## src/rtl/pll_ctrl_pkg.sv

```systemverilog
// pll_ctrl_pkg: shared state encoding, refclk-derived timing defaults and width helper
package pll_ctrl_pkg;
   typedef enum logic [2:0] {PLL_RST, WAIT_LOCK, STABLE, RUN, FAIL} state_t;
   function automatic int cnt_width(input int n);
      return (n > 1) ? $clog2(n) : 1;
   endfunction
   localparam int REFCLK_HZ          = 74_250_000;
   localparam int DEF_PLL_RST_CYCLES = 16;
   localparam int DEF_LOCK_TIMEOUT   = REFCLK_HZ / 100;
   localparam int DEF_STABLE_CYCLES  = 4096;
   localparam int DEF_MAX_RETRIES    = 3;
   localparam int DEF_CNT_W          = cnt_width(DEF_LOCK_TIMEOUT);
endpackage

```

## src/rtl/pll_reset_ctrl_if.sv

```systemverilog
// pll_reset_ctrl_if: PLL control, lock status and core reset signals of the reset controller
interface pll_reset_ctrl_if;
   logic       locked;
   logic       relock_req;
   logic       pll_rst;
   logic       sys_reset;
   logic       ready;
   logic       fail;
   logic [1:0] retry_count;
   modport master (input locked, relock_req, output pll_rst, sys_reset, ready, fail, retry_count);
   modport slave (output locked, relock_req, input pll_rst, sys_reset, ready, fail, retry_count);
endinterface

```

## src/rtl/sync_2ff.sv

```systemverilog
// sync_2ff: generic two-flop synchronizer with asynchronous clear
module sync_2ff #(
   parameter int W = 1
) (
   input  logic         clk,
   input  logic         rst,
   input  logic [W-1:0] d,
   output logic [W-1:0] q
);
   logic [W-1:0] meta;
   // two-stage shift into the clk domain
   always_ff @(posedge clk or posedge rst)
      if (rst) {q, meta} <= '0;
      else {q, meta} <= {meta, d};
endmodule

```

## src/rtl/pll_reset_ctrl.sv

```systemverilog
// pll_reset_ctrl: sequences PLL reset, waits for stable lock with retries, then releases core reset
module pll_reset_ctrl
   import pll_ctrl_pkg::*;
#(
   parameter int PLL_RST_CYCLES = DEF_PLL_RST_CYCLES,
   parameter int LOCK_TIMEOUT   = DEF_LOCK_TIMEOUT,
   parameter int STABLE_CYCLES  = DEF_STABLE_CYCLES,
   parameter int MAX_RETRIES    = DEF_MAX_RETRIES,
   parameter int CNT_W          = DEF_CNT_W
) (
   input logic              refclk,
   input logic              rst,
   pll_reset_ctrl_if.master bus
);
   localparam logic [CNT_W-1:0] RST_LAST = CNT_W'(PLL_RST_CYCLES - 1);
   localparam logic [CNT_W-1:0] TO_LAST  = CNT_W'(LOCK_TIMEOUT - 1);
   localparam logic [CNT_W-1:0] ST_LAST  = CNT_W'(STABLE_CYCLES - 1);
   localparam logic [1:0]       RETRY_MAX = 2'(MAX_RETRIES);
   state_t           state, state_nx;
   logic [CNT_W-1:0] cnt, cnt_nx, cnt_inc;
   logic [1:0]       retry, retry_nx;
   logic             locked_s, pll_rst_nx, sys_reset_nx, ready_nx, fail_nx;
   sync_2ff #(.W(1)) u_lock_sync (.clk(refclk), .rst(rst), .d(bus.locked), .q(locked_s));
   assign cnt_inc = (&cnt) ? cnt : cnt + CNT_W'(1);
   assign bus.retry_count = retry;
   // state, counter, retry tally and outputs all move together on one edge
   always_ff @(posedge refclk or posedge rst)
      if (rst) begin
         state         <= PLL_RST;
         cnt           <= '0;
         retry         <= '0;
         bus.pll_rst   <= 1'b1;
         bus.sys_reset <= 1'b1;
         bus.ready     <= 1'b0;
         bus.fail      <= 1'b0;
      end else begin
         state         <= state_nx;
         cnt           <= cnt_nx;
         retry         <= retry_nx;
         bus.pll_rst   <= pll_rst_nx;
         bus.sys_reset <= sys_reset_nx;
         bus.ready     <= ready_nx;
         bus.fail      <= fail_nx;
      end
   // sequencing: lock beats timeout, any lock loss restarts the relevant window
   always_comb begin
      state_nx = state;
      cnt_nx   = cnt_inc;
      retry_nx = retry;
      case (state)
         PLL_RST:
            if (cnt == RST_LAST) begin
               state_nx = WAIT_LOCK;
               cnt_nx   = '0;
            end
         WAIT_LOCK:
            if (locked_s) begin
               state_nx = STABLE;
               cnt_nx   = '0;
            end else if (cnt == TO_LAST) begin
               cnt_nx = '0;
               if (retry == RETRY_MAX) state_nx = FAIL;
               else begin
                  state_nx = PLL_RST;
                  retry_nx = retry + 2'd1;
               end
            end
         STABLE:
            if (!locked_s) begin
               state_nx = WAIT_LOCK;
               cnt_nx   = '0;
            end else if (cnt == ST_LAST) begin
               state_nx = RUN;
               cnt_nx   = '0;
               retry_nx = '0;
            end
         RUN:
            if (!locked_s || bus.relock_req) begin
               state_nx = PLL_RST;
               cnt_nx   = '0;
            end
         FAIL:
            if (bus.relock_req) begin
               state_nx = PLL_RST;
               cnt_nx   = '0;
               retry_nx = '0;
            end
         default: begin
            state_nx = PLL_RST;
            cnt_nx   = '0;
         end
      endcase
   end
   // outputs decoded from the next state so they register alongside it
   always_comb begin
      pll_rst_nx   = state_nx == PLL_RST;
      sys_reset_nx = state_nx != RUN;
      ready_nx     = state_nx == RUN;
      fail_nx      = state_nx == FAIL;
   end
endmodule

```

## src/flat_wrapper.sv

```systemverilog
// flat-port wrapper written by rule: the top's interface ports become plain ports
module pll_reset_ctrl_flat import pll_ctrl_pkg::*;
#(
   parameter int PLL_RST_CYCLES = DEF_PLL_RST_CYCLES,
   parameter int LOCK_TIMEOUT   = DEF_LOCK_TIMEOUT,
   parameter int STABLE_CYCLES  = DEF_STABLE_CYCLES,
   parameter int MAX_RETRIES    = DEF_MAX_RETRIES,
   parameter int CNT_W          = DEF_CNT_W
)
  (refclk, rst, bus_locked, bus_relock_req, bus_pll_rst, bus_sys_reset, bus_ready, bus_fail, bus_retry_count);
  pll_reset_ctrl_if bus_i ();
  input logic refclk;
  input logic rst;
  input wire logic [$bits(bus_i.locked)-1:0] bus_locked;
  input wire logic [$bits(bus_i.relock_req)-1:0] bus_relock_req;
  output wire logic [$bits(bus_i.pll_rst)-1:0] bus_pll_rst;
  output wire logic [$bits(bus_i.sys_reset)-1:0] bus_sys_reset;
  output wire logic [$bits(bus_i.ready)-1:0] bus_ready;
  output wire logic [$bits(bus_i.fail)-1:0] bus_fail;
  output wire logic [$bits(bus_i.retry_count)-1:0] bus_retry_count;
  assign bus_i.locked = bus_locked;
  assign bus_i.relock_req = bus_relock_req;
  assign bus_pll_rst = bus_i.pll_rst;
  assign bus_sys_reset = bus_i.sys_reset;
  assign bus_ready = bus_i.ready;
  assign bus_fail = bus_i.fail;
  assign bus_retry_count = bus_i.retry_count;
  pll_reset_ctrl #(.PLL_RST_CYCLES(PLL_RST_CYCLES), .LOCK_TIMEOUT(LOCK_TIMEOUT), .STABLE_CYCLES(STABLE_CYCLES), .MAX_RETRIES(MAX_RETRIES), .CNT_W(CNT_W)) u_core (.refclk(refclk), .rst(rst), .bus(bus_i));
endmodule
```

## config.mk

```make
export PLATFORM = sky130hd
export DESIGN_NAME = pll_reset_ctrl_flat
export DESIGN_NICKNAME = d
export VERILOG_FILES = /design/src/rtl/pll_ctrl_pkg.sv /design/src/rtl/pll_reset_ctrl_if.sv /design/src/rtl/sync_2ff.sv /design/src/rtl/pll_reset_ctrl.sv /design/src/flat_wrapper.sv
export SDC_FILE = /design/constraint.sdc
export NUM_CORES = 1
export LEC_CHECK = 0
export BUFFER_PORTS_ARGS = -buffer_cell sky130_fd_sc_hd__buf_2
export CAP_MARGIN = 5
export CORE_MARGIN = 2
export CORE_UTILIZATION = 60
export DETAILED_ROUTE_END_ITERATION = 16
export HOLD_SLACK_MARGIN = 0.06
export PLACE_DENSITY = 0.8
export SETUP_SLACK_MARGIN = 0.4
export SYNTH_ARGS = -nofsm -noshare
export SYNTH_HDL_FRONTEND = slang
export SYNTH_SLANG_ARGS = --single-unit
```

## constraint.sdc

```tcl
create_clock -name refclk -period 2.3 [get_ports refclk]
set_input_delay 0.115 -clock refclk [delete_from_list [all_inputs] [get_ports refclk]]
set_output_delay 0.115 -clock refclk [all_outputs]
set_load 0.02 [all_outputs]
```

==> metrics.md, run 1 <==
| Metric | Value |
|---|---|
| LEAKAGE | 0.8994 nW |
| Setup TNS | 0 ns |
| Total Wirelength | 4491 um |
| Most common cell after layout, fill and taps aside | dfrtp_1 |
| Die Wd | 58.11 um |
| Min-Delay Path Class | flop to flop |
| Total power | 1.637 mW |
| Initial DRT Pass Iterations | 5 |
| CTS Buf Count | 5 |
| Net load switching power | 0.5922 mW |
| Max_slew headroom | 51.03% |
| Antenna-violating nets left | 0 |
| Syn Nets | 193 |
| Syn_area_per_cell | 9.394 um^2 |
| Fin. max-slew vios | 0 |
| Critical Path RT | 2.52 ns |
| Reg-to-Reg Start | u_core.cnt[13] |
| Int Pwr | 1.045 mW |
| Slowest CP cell | or3_4 |
| Minimum clock period | 2.001 ns |
| Comb power frac | 35.2% |
| CP endpoint kind | flop |
| Ant diodes | 0 |
| Reg2reg path depth | 5 |
| Tightest Pin Transition | 0.7243 ns |
| Max Cap Viol | 0 |
| Finished Layout Cells | 251 |
| I/O Buffers | 9 |
| EDFF count, synth | 0 |
| Die area | 0.003377 mm^2 |
| Hold path cells | 0 |
| Placed insts | 228 |
| DP HPWL | 2891 um |
| Detailed-route via count | 1673 |
| IO Pins | 10 |
| Root Driver | clkbuf_4 |
| Reg-to-Reg End | u_core.state[0] |
| Die Y | 58.11 um |
| Hold wc startpoint | u_core.u_lock_sync.meta |
| Routability cong. | 0.9593 |
| DR WL/cell | 17.89 um |
| DR DRC count | 0 |
| CP arrival | 2.22 ns |
| Crit share post-route | 87.01% |
| Highest clock rate | 0.4997 GHz |
| Clk_lat worst skew | 0.33 ns |
| Commonest cells after routing, fill and taps aside | dfrtp_1, a21oi_1, nand2_1, buf_4, nand3_1 |
| Clock power frac | 21.6% |
| Sink Count | 31 |
| Starting Density | 63.70% |
| Cell area after synthesis | 0.001757 mm^2 |
| Area Overhead vs Synth | 20.01% |
| Sw Share | 36.17% |
| GR Util All Layers | 30.27% |
| Warnings, synthesis | 0 |
| Reg2reg setup slack | 0.30 ns |
| Final setup vio count | 0 |
| Worst Setup Path Type | flop to flop |
| Total gr overflow | 0 |
| Status | completed |
| RSZ-0062 raised after global routing | yes |
| Fraction of layout cells with a size suffix above 1 | 23.64% |
| Pwr Density | 776.5 mW/mm^2 |
| Clock transition at path regs | 0.09 ns |
| Post-Place Setup Slack | 0.1405 ns |
| Endpoint, Worst Hold | u_core.u_lock_sync.q |
| Ys async rst share | 100.0% |
| Nets | 225 |
| Initial antenna violation count | 0 |
| Crit path cell chain | or3_4, nor4b_4, nand3_2, a221o_1, or2_1 |
| Site row count | 19 |
| Via density | 6.665 |
| Synth unique cells | 45 |
| Max IR drop VDD | 771.9 uV |
| Final hold vios | 0 |
| First-pass GRT wire length | 7672 um |
| Max incr delay on CP | 0.44 ns |
| Mapped Cells | 187 |
| Clock tree buffer depth | 2 |
| DRT iter0 DRCs | 140 |
| Post-layout util | 76.45% |
| Post-synthesis sequential area ratio | 44.30% |
| Clock Skew | 0.01149 ns |
| Largest net degree at the start of global routing | 21 |
| Setup crit start kind | flop |
| Crit path max fanout | 4 |
| Ys flop type | dfrtp_1 |
| Setup ws final | 0.2987 ns |
| Core Box Area | 0.002758 mm^2 |
| #FFs+latches synth | 31 |
| CTS tree | built |
| Vias in the first global route | 1625 |
| Sequential Power Share | 43.2% |
| H-tree lvl count | 2 |
layer usage:
layer	vias up	track usage (%)	part of all wire, %
li1	756	-	-
met4	0	11.63	2.4
met3	16	6.696	8.9
met2	90	46.10	46
met5	-	0	0
met1	811	42.50	42
state kept, by name, indices dropped and copies added (netlist names):
signal	count
u_core.cnt	20
u_core.state	3
u_core.bus.retry_count	2
u_core.bus.fail	1
u_core.bus.pll_rst	1
u_core.bus.ready	1
u_core.bus.sys_reset	1
u_core.u_lock_sync.meta	1
u_core.u_lock_sync.q	1
cells by family (layout without fill, tap and decap cells):
logic type / after synthesis / after routing / share of synthesized area (%)
AND/OR/NAND/NOR: 75 / 75 / 25.14
adder cells (fa/ha/maj): 2 / 2 / 1.424
buffers and inverters: 11 / 44 / 2.778
flip-flops: 31 / 31 / 44.30
XOR/XNOR: 12 / 12 / 5.983
multiplexers: 6 / 6 / 3.419
AO/OA/AOI/OAI: 50 / 50 / 16.95
Yosys cell counts, drive strengths merged (4+ instances only):
cell type	count	area [um^2]
nand3	15	80.08
buf	6	30.03
nand2	18	67.56
and3	4	25.02
nand4	4	25.02
nor3	5	30.03
a21oi	24	120.1
o211ai	4	30.03
mux2i	6	60.06
o21ai	8	40.03
nor2	8	32.54
xnor2	10	87.58
dfrtp	29	725.7
worst max-delay path by stage:
| stage | startpoint | endpoint | cells after the start |
|---|---|---|---|
| floorplan | u_core.cnt[0] | u_core.state[0] | 7 |
| CTS | u_core.cnt[12] | u_core.cnt[2] | 6 |
| detailed placement | u_core.cnt[0] | u_core.cnt[17] | 7 |
| global placement | u_core.cnt[19] | u_core.cnt[17] | 6 |
| finish | u_core.cnt[13] | u_core.state[0] | 5 |
| global route | u_core.cnt[13] | u_core.state[0] | 5 |
what timing repair did:
item | 4_1_cts | 5_1_grt
gates resized for setup | 8 | 7
gates cloned | 0 | 1
setup buffers | 9 | 2
hold endpoints to repair | 15 | 0
hold buffers | 3 | 0
pin swaps | 5 | 4
setup endpoints to repair | 26 | 26
power groups by stage:
stage / logic, mW / clock network, mW / registers [mW]
2_1_floorplan: 0.329 / 0 / 0.742
3_3_place_gp: 0.468 / 0 / 0.710
3_5_place_dp: 0.499 / 0 / 0.717
4_1_cts: 0.549 / 0.364 / 0.702
5_1_grt: 0.642 / 0.385 / 0.720
6_report: 0.576 / 0.353 / 0.708
through the flow:
step / hold WS (ns) / area [um^2]
2_1_floorplan: 0.1464 / 1759
3_3_place_gp: 0.1821 / 1876
3_5_place_dp: 0.2102 / 1876
4_1_cts: 0.3566 / 2071
5_1_grt: 0.3715 / 2108
6_report: 0.3536 / 2108
worst max-delay path: cells and delay by family (launching register included):
kind	cells	cell delay, ns
DFF	1	0.40
and+or+nand+nor	4	1.10
AOI/OAI and AO/OA	1	0.39
area by class of cell:
class                   instances  area [um^2]
clock buffers                   8        68.82
fillers                       187        649.4
inverters                       3        11.26
multi-input cells             145        967.2
flip-flops and latches         31        778.2
well taps                      31        38.79
repair buffers                 33        244.0
Power figures use the tool's default switching activity.
==> run 2: changes to the inputs <==
PLACE_DENSITY = 0.83   (was 0.8)
==> metrics.md, run 2 (synthesized netlist as in run 1, its figures left out) <==
| Metric | Value |
|---|---|
| Area Overhead vs Synth | 25.00% |
| Max IR drop VDD | 1051 uV |
| CP endpoint kind | flop |
| Pwr Density | 831.1 mW/mm^2 |
| Clock transition at path regs | 0.10 ns |
| Largest reg by FF count | u_core.cnt |
| Total Wirelength | 4846 um |
| Sink Count | 31 |
| Met3 routed WL | 333 um |
| IO Pins | 10 |
| Routability cong. | 0.9028 |
| RSZ-0062 raised after global routing | yes |
| Routed length on met2 | 2335 um |
| Status | completed |
| Layout fillers | 180 |
| Ant diodes | 0 |
| I/O Buffers | 9 |
| Initial DRT Pass Iterations | 5 |
| DP HPWL | 2971 um |
| CP arrival | 2.26 ns |
| H-tree lvl count | 2 |
| DR WL/cell | 19.38 um |
| Setup ws final | 0.2647 ns |
| Number of flip-flops in the largest register | 20 |
| DRT iter0 DRCs | 103 |
| Clock tree buffer depth | 2 |
| Root Driver | clkbuf_4 |
| DR DRC count | 0 |
| Commonest cells after routing, fill and taps aside | dfrtp_1, nand2_1, a21oi_1 |
| Critical Path RT | 2.52 ns |
| Most common cell after layout, fill and taps aside | dfrtp_1 |
| Crit share post-route | 88.49% |
| Fin. max-slew vios | 0 |
| Core Box Area | 0.002758 mm^2 |
| Initial antenna violation count | 0 |
| Met1 WL | 2052 um |
| Vias in the first global route | 1650 |
| Total gr overflow | 0 |
| Max_slew headroom | 41.00% |
| Die Wd | 58.11 um |
| Antenna-violating nets left | 0 |
| Site row count | 19 |
| CTS tree | built |
| Highest routed layer | met4 |
| GR Util All Layers | 32.72% |
| Final setup vio count | 0 |
| Post-Place Setup Slack | 0.1679 ns |
| Die Y | 58.11 um |
| Via density | 6.736 |
| Clk_lat worst skew | 0.34 ns |
| Setup TNS | 0 ns |
| CTS Buf Count | 5 |
| Total power | 1.825 mW |
| Starting Density | 63.70% |
| Largest net degree at the start of global routing | 17 |
| Detailed-route via count | 1684 |
| First-pass GRT wire length | 8107 um |
| Placed insts | 228 |
| Die area | 0.003377 mm^2 |
| LEAKAGE | 0.9033 nW |
| Nets | 224 |
| Highest clock rate | 0.4913 GHz |
| Minimum clock period | 2.035 ns |
| Max Cap Viol | 0 |
| Finished Layout Cells | 250 |
| Setup crit start kind | flop |
| Worst Setup Path Type | flop to flop |
| Clock Skew | 0.01381 ns |
| Min-Delay Path Class | input port to asynchronous set/reset pin |
| Final hold vios | 0 |
| Hold WS | 0.3688 ns |
| Fraction of layout cells with a size suffix above 1 | 31.05% |
| Tightest Pin Transition | 0.8727 ns |
| Crit path max fanout | 9 |
-- run 2: cell count changes in the layout (fill, tap and decap cells not counted), sizes merged --
cell,previous run,this run
buf,30,29
bufinv,0,1
clkbuf,8,6
clkinv,0,1
-- run 2: stage by stage --
stage               util (%)  instance area, um^2
floorplan                  -                 1759
global placement       68.01                 1876
detailed placement     68.01                 1876
CTS                    77.72                 2143
global route           79.63                 2196
finish                 79.63                 2196
-- run 2: path summary, 6_finish.rpt --
kind	startpoint	end	slack (ns)	cells past startpoint
min in group refclk	u_core.u_lock_sync.meta	u_core.u_lock_sync.q	0.37	0
max	u_core.cnt[0]	u_core.cnt[2]	0.26	8
max in group asynchronous	rst	u_core.cnt[9]	1.28	4
max reg2reg	u_core.cnt[0]	u_core.cnt[2]	0.26	8
min reg2reg	u_core.u_lock_sync.meta	u_core.u_lock_sync.q	0.37	0
min	rst	u_core.cnt[17]	0.37	3
-- run 2: critical path, stage by stage, from the launching register on --
cell      delay, ns
dfrtp_1        0.42
ha_1           0.24
and3_4         0.27
and4_2         0.29
a21oi_2        0.09
a211oi_4       0.23
buf_6          0.16
buf_6          0.13
a21oi_1        0.08
-- run 2: final cells by class --
cell class	count	area, um^2	share of cell area [%]
Multi-Input combinational cell	145	1030	46.89
Sequential cell	31	782.0	35.61
Timing Repair Buffer	32	247.7	11.28
Clock buffer	6	51.30	2.336
Tap cell	31	38.79	1.766
Clock inverter	2	35.03	1.595
Inverter	3	11.26	0.5128
-- run 2: repair_timing --
action / 4_1_cts / 5_1_grt
gates resized for setup: 20 / 18
setup buffers: 8 / 0
endpoints found under the hold margin: 15 / 0
hold buffers: 3 / 0
endpoints found under the setup margin: 26 / 28
pin swaps: 9 / 11
gates cloned: 3 / 0
-- run 2: layer usage --
metal / global-route usage, % / vias to the layer above
met3: 7.143 / 20
li1: - / 759
met2: 52.27 / 98
met1: 42.98 / 807
met5: 0 / -
met4: 14.29 / 0
-- run 2: power breakdown --
| group | internal, mW | switching, mW |
|---|---|---|
| clock | 0.257 | 0.188 |
| combinational | 0.272 | 0.374 |
| sequential | 0.627 | 0.108 |
